[src/rtl/c432_oracle_pkg.sv]
// Shared types and constants for the c432 oracle query front-end.
package c432_oracle_pkg;
  localparam int N_IN_DEF  = 36;
  localparam int N_OUT_DEF = 7;
  localparam int TAG_W_DEF = 8;

  // x^7 + x + 1: feedback taps at bits 0 and 1
  localparam logic [6:0] MISR_POLY = 7'h03;

  typedef enum logic [1:0] {
    IDLE,
    SETTLE,
    RESP
  } state_t;
endpackage

[src/rtl/c432_misr.sv]
// Response-folding MISR; clear is applied before the fold when both occur.
module c432_misr
  import c432_oracle_pkg::*;
#(
  parameter int             W    = N_OUT_DEF,
  parameter logic [W-1:0]   POLY = MISR_POLY
) (
  input  logic         clk,
  input  logic         rst_n,
  input  logic         clear,
  input  logic         en,
  input  logic [W-1:0] din,
  output logic [W-1:0] sig
);

  logic [W-1:0] base;
  logic [W-1:0] fold;

  always_comb begin
    base = clear ? '0 : sig;
    fold = {base[W-2:0], 1'b0} ^ (base[W-1] ? POLY : '0) ^ din;
  end

  always_ff @(posedge clk or negedge rst_n) begin
    if (!rst_n)     sig <= '0;
    else if (en)    sig <= fold;
    else if (clear) sig <= '0;
  end

endmodule

[src/rtl/c432_oracle_seq.sv]
// Query front-end: applies patterns to the c432 netlist, samples its response
// after a settle interval and returns it with the query tag.
module c432_oracle_seq
  import c432_oracle_pkg::*;
#(
  parameter int N_IN       = N_IN_DEF,
  parameter int N_OUT      = N_OUT_DEF,
  parameter int SETTLE_CYC = 2,
  parameter int TAG_W      = TAG_W_DEF
) (
  input  logic              clk,
  input  logic              rst_n,
  input  logic              q_valid,
  output logic              q_ready,
  input  logic [N_IN-1:0]   q_pattern,
  input  logic [TAG_W-1:0]  q_tag,
  output logic [N_IN-1:0]   dut_in,
  input  logic [N_OUT-1:0]  dut_out,
  output logic              r_valid,
  input  logic              r_ready,
  output logic [N_OUT-1:0]  r_resp,
  output logic [TAG_W-1:0]  r_tag,
  input  logic              sig_clear,
  output logic [N_OUT-1:0]  sig,
  output logic [15:0]       q_count
);

  localparam logic [3:0] CNT_LOAD = 4'(SETTLE_CYC - 1);

  state_t           state, state_nxt;
  logic [3:0]       cnt;
  logic [TAG_W-1:0] tag_q;
  logic             accept;
  logic             capture;
  logic             handshake;

  always_comb begin
    state_nxt = state;
    q_ready   = 1'b0;
    case (state)
      IDLE: begin
        q_ready = 1'b1;
        if (q_valid) state_nxt = SETTLE;
      end
      SETTLE: begin
        if (cnt == 4'd0) state_nxt = RESP;
      end
      RESP: begin
        // back-to-back: a new query may enter in the same cycle as the handshake
        q_ready = r_ready;
        if (r_ready) state_nxt = q_valid ? SETTLE : IDLE;
      end
      default: state_nxt = IDLE;
    endcase
  end

  assign accept    = q_valid && q_ready;
  assign capture   = (state == SETTLE) && (cnt == 4'd0);
  assign handshake = (state == RESP) && r_ready;

  always_ff @(posedge clk or negedge rst_n) begin
    if (!rst_n) begin
      state   <= IDLE;
      cnt     <= 4'd0;
      dut_in  <= '0;
      tag_q   <= '0;
      r_valid <= 1'b0;
      r_resp  <= '0;
      r_tag   <= '0;
      q_count <= 16'd0;
    end else begin
      state <= state_nxt;
      if (accept) begin
        dut_in <= q_pattern;
        tag_q  <= q_tag;
        cnt    <= CNT_LOAD;
      end else if (state == SETTLE && cnt != 4'd0) begin
        cnt <= cnt - 4'd1;
      end
      if (capture) begin
        r_resp  <= dut_out;
        r_tag   <= tag_q;
        r_valid <= 1'b1;
      end else if (handshake) begin
        r_valid <= 1'b0;
      end
      if (handshake && q_count != 16'hFFFF) q_count <= q_count + 16'd1;
    end
  end

  c432_misr #(.W(N_OUT), .POLY(N_OUT'(MISR_POLY))) u_misr (
    .clk   (clk),
    .rst_n (rst_n),
    .clear (sig_clear),
    .en    (capture),
    .din   (dut_out),
    .sig   (sig)
  );

endmodule
[config.mk]
export PLATFORM = sky130hd
export DESIGN_NAME = c432_oracle_seq
export DESIGN_NICKNAME = d
export VERILOG_FILES = /design/src/rtl/c432_oracle_pkg.sv /design/src/rtl/c432_misr.sv /design/src/rtl/c432_oracle_seq.sv
export SDC_FILE = /design/constraint.sdc
export NUM_CORES = 1
export LEC_CHECK = 0
export ABC_AREA = 1
export BUFFER_PORTS_ARGS = -buffer_cell sky130_fd_sc_hd__buf_2
export CAP_MARGIN = 20
export CELL_PAD_IN_SITES_DETAIL_PLACEMENT = 0
export CELL_PAD_IN_SITES_GLOBAL_PLACEMENT = 2
export CORE_MARGIN = 4
export CORE_UTILIZATION = 29
export CTS_BUF_LIST = sky130_fd_sc_hd__clkbuf_8
export DETAILED_ROUTE_END_ITERATION = 10
export HOLD_SLACK_MARGIN = 0.1
export PLACE_DENSITY = 0.91
export SLEW_MARGIN = 20
export SYNTH_ARGS = -nofsm -noshare
export SYNTH_HDL_FRONTEND = slang
export SYNTH_SLANG_ARGS = --single-unit
[constraint.sdc]
create_clock -name clk -period 1.5 [get_ports clk]
set_input_delay 0.075 -clock clk [delete_from_list [all_inputs] [get_ports clk]]
set_output_delay 0.075 -clock clk [all_outputs]
set_load 0.005 [all_outputs]
==> impl_metrics.csv <==
group,metric,value,unit
run_status,status,"finished, final reports clean",
route,num_vias,3915,
synth,synth-seq-cells,89,
cts,cts_made_buffers,9,
route,firstDrtPassIters,4,
global_route,antenna_found_initial,0,
die,die_height,125,um
synth,ys.warnings.count,0,
cts,clk_pin_slew,0.09,ns
route,post-route-drc-count,0,
cts,cts_root_buf,"clkbuf_8",
synth,ys_types,23,
final_layout,area_growth_syn_to_layout,48.1,%
cts,cts_max_level,3,
route,ant_nets,0,
synth,syn_area,3990,um^2
synth,synth_top_family_by_area,"simple AND/OR/NAND/NOR gates",
timing,hold_viol_final,0,
synth,syn-num-nets,546,
synth,synth_edf_count,0,
timing,period_share,95.1,%
placement,port_buffers,131,
timing,tns,0,ns
pwr,ir_worst_vdd,906,uV
cts,cts_sinks,89,
route,wl_per_cell,13.2,um
worst_setup_path,cp-start-kind,"flop",
synth,synthTopCellsByArea,"dfrtp_1, nand2_1, nand3_1",
synth,async_reset_ff_share,100,%
flow_run,cap_violations,0,
timing,max-slew-margin-rel,69.1,%
final_layout,layout.nets,758,
synth,yosys.area_share.xor_xnor,2.41,%
worst_setup_path,worstPathMaxFanout,12,
worst_setup_path,path_class,"reg -> out",
worst_setup_path,r2r_cells,9,
route,via_per_inst,4.45,
synth,synth_compound_area_share,2.82,%
synth,yosysSeqAreaShare,55.8,%
timing,layout_setup_ws,0.0730,ns
die,fp.dieArea,15700,um^2
synth,yosys.area.top_type,"dfrtp_1",
timing,finalMaxSlewViolations,0,
route,initialDrtViolationCount,170,
min_path,min_path_type,"in -> async",
worst_setup_path,endpoint_kind,"primary output",
placement,gp_congestion,0.768,
route,routed_wl,11.6,mm
cts,cts_buffer_depth,2,
die,io_pins,132,
timing,rsz0062_at_grt,"true",
timing,setup_violations,0,
timing,fin_crit,1.43,ns
timing,worst_hold_slack,0.180,ns
pwr,powerDensity,1590,nW/um^2
die,start_util,29.9,%
timing,skew,0.0138,ns
global_route,grt_use_total,15.1,%
synth,synthAdderAreaFrac,0.940,%
worst_setup_path,worstPathArrival,1.35,ns
global_route,grt_max_degree,35,
cts,insertion_delay,0.38,ns
timing,max_slew.worst_pin.slew,0.464,ns
synth,syn_avg_cell_area,8.20,um^2
final_layout,drive_gt1_share,28.7,%
worst_setup_path,cp.required,1.42,ns
cts,cts_tree,"done",
synth,synth_top_cells_by_count,"nand2_1, dfrtp_1, nand3_1",
synth,synthMostInstantiatedCell,"nand2_1",
die,placementRows,42,
die,dieWidth,125,um
timing,max_freq,0.701,GHz
synth,synthMuxAreaShare,0,%
synth,syn_inst,487,
placement,dp_hpwl,7.66,mm
global_route,grt_pass1_vias,4030,
placement,preCtsSetupSlack,0.0416,ns
global_route,overflow,0,
pwr,power.leakage,3.22,nW
global_route,grt_pass1_wl,19.5,mm
die,coreArea,13300,um^2
synth,synth-simple-area-share,32.3,%
synth,synth_top_area_share,55.8,%
final_layout,diodes,0,
synth,synth_ff_type,"dfrtp_1",
## what timing repair did
item,CTS,global route
setup buffers,1,4
endpoints found under the setup margin,2,25
hold endpoints to repair,147,0
gates cloned,1,1
resized for setup,0,13
hold buffers,54,0
pin swaps,1,5
## worst max-delay path: stages, from the launching register on
cell     delay, ns
dfrtp_2       0.45
a21oi_4       0.24
buf_12        0.17
buf_2         0.12
## flip-flops by register name, summed over array words and instances (netlist names)
signal and count:
dut_in 36, q_count 16, r_tag 8, tag_q 8, r_resp 7, u_misr.sig 7
cnt 4, state 2, r_valid 1
## cells by family (layout without fill, tap and decap cells)
group                      after synthesis  count (layout)
xor gates and xnor gates                11              11
AOI/OAI and AO/OA                       20              20
buffers and inverters                   51             268
adders and majority gates                3               3
DFF                                     89              89
and+or+nand+nor                        313             313
## layout by cell type (no fill, tap or decap), types with 2 or more instances in the layout
cell type      netlist  final
xnor2_1              2      2
nand4_1              4      4
inv_2                2      2
bufinv_16            0      2
nand2_2              1      2
buf_4                1     30
dfrtp_2              0      2
ha_1                 3      2
o21ai_0             16     16
nand2_1            221    220
dfrtp_1             89     87
nand3b_1             2      2
clkbuf_8             0     10
inv_1               30     30
xor2_1               9      9
nand3_2              0      2
dlygate4sd3_1        0     54
buf_12               0      3
nor2_2               4      8
nand3_1             61     59
nor2_1              19     14
buf_2                8    130
## final timing paths
kind | from | endpoint | slack [ns]
setup / recovery | state[1] | q_ready | 0.07
hold / removal | rst_n | dut_in[0] | 0.18
setup reg to reg | q_count[1] | q_count[9] | 0.08
hold reg to reg | dut_in[14] | dut_in[14] | 0.47
max in group asynchronous | rst_n | state[1] | 0.77
min in group clk | q_valid | cnt[0] | 0.19
## layer usage
metal,global-route usage [%],vias up,routed length (um)
met1,19.4,1820,5220
li1,-,1954,-
met2,23.8,121,5400
met3,4.26,20,747
met5,0,-,0
met4,6.51,0,240
## through the flow
stage / cells / power, mW / utilization, % / cell area (um^2)
finish: 880 / 9.43 / 44.3 / 5910
global route: 880 / 10.3 / 44.3 / 5910
CTS: 875 / 9.37 / 43.6 / 5820
detailed placement: 803 / 7.13 / 37.5 / 5010
global placement: 803 / 7.02 / 37.5 / 5010
floorplan: 487 / 5.60 / - / 3990
## cell type report
class | count | area, um^2
clock inverters | 6 | 90.1
clock buffers | 10 | 138
fillers | 1358 | 7440
flip-flops and latches | 89 | 2230
multi-input cells | 347 | 1570
repair buffers | 220 | 1550
well taps | 176 | 220
inverters | 32 | 120
## report_power, final
group | internal (mW) | total [mW] | switching (mW)
logic | 1.70 | 3.64 | 1.94
clock network | 0.990 | 1.90 | 0.907
registers | 3.34 | 3.89 | 0.555
total | 6.03 | 9.43 | 3.40
Note: power is estimated with default switching activity, not from simulation.
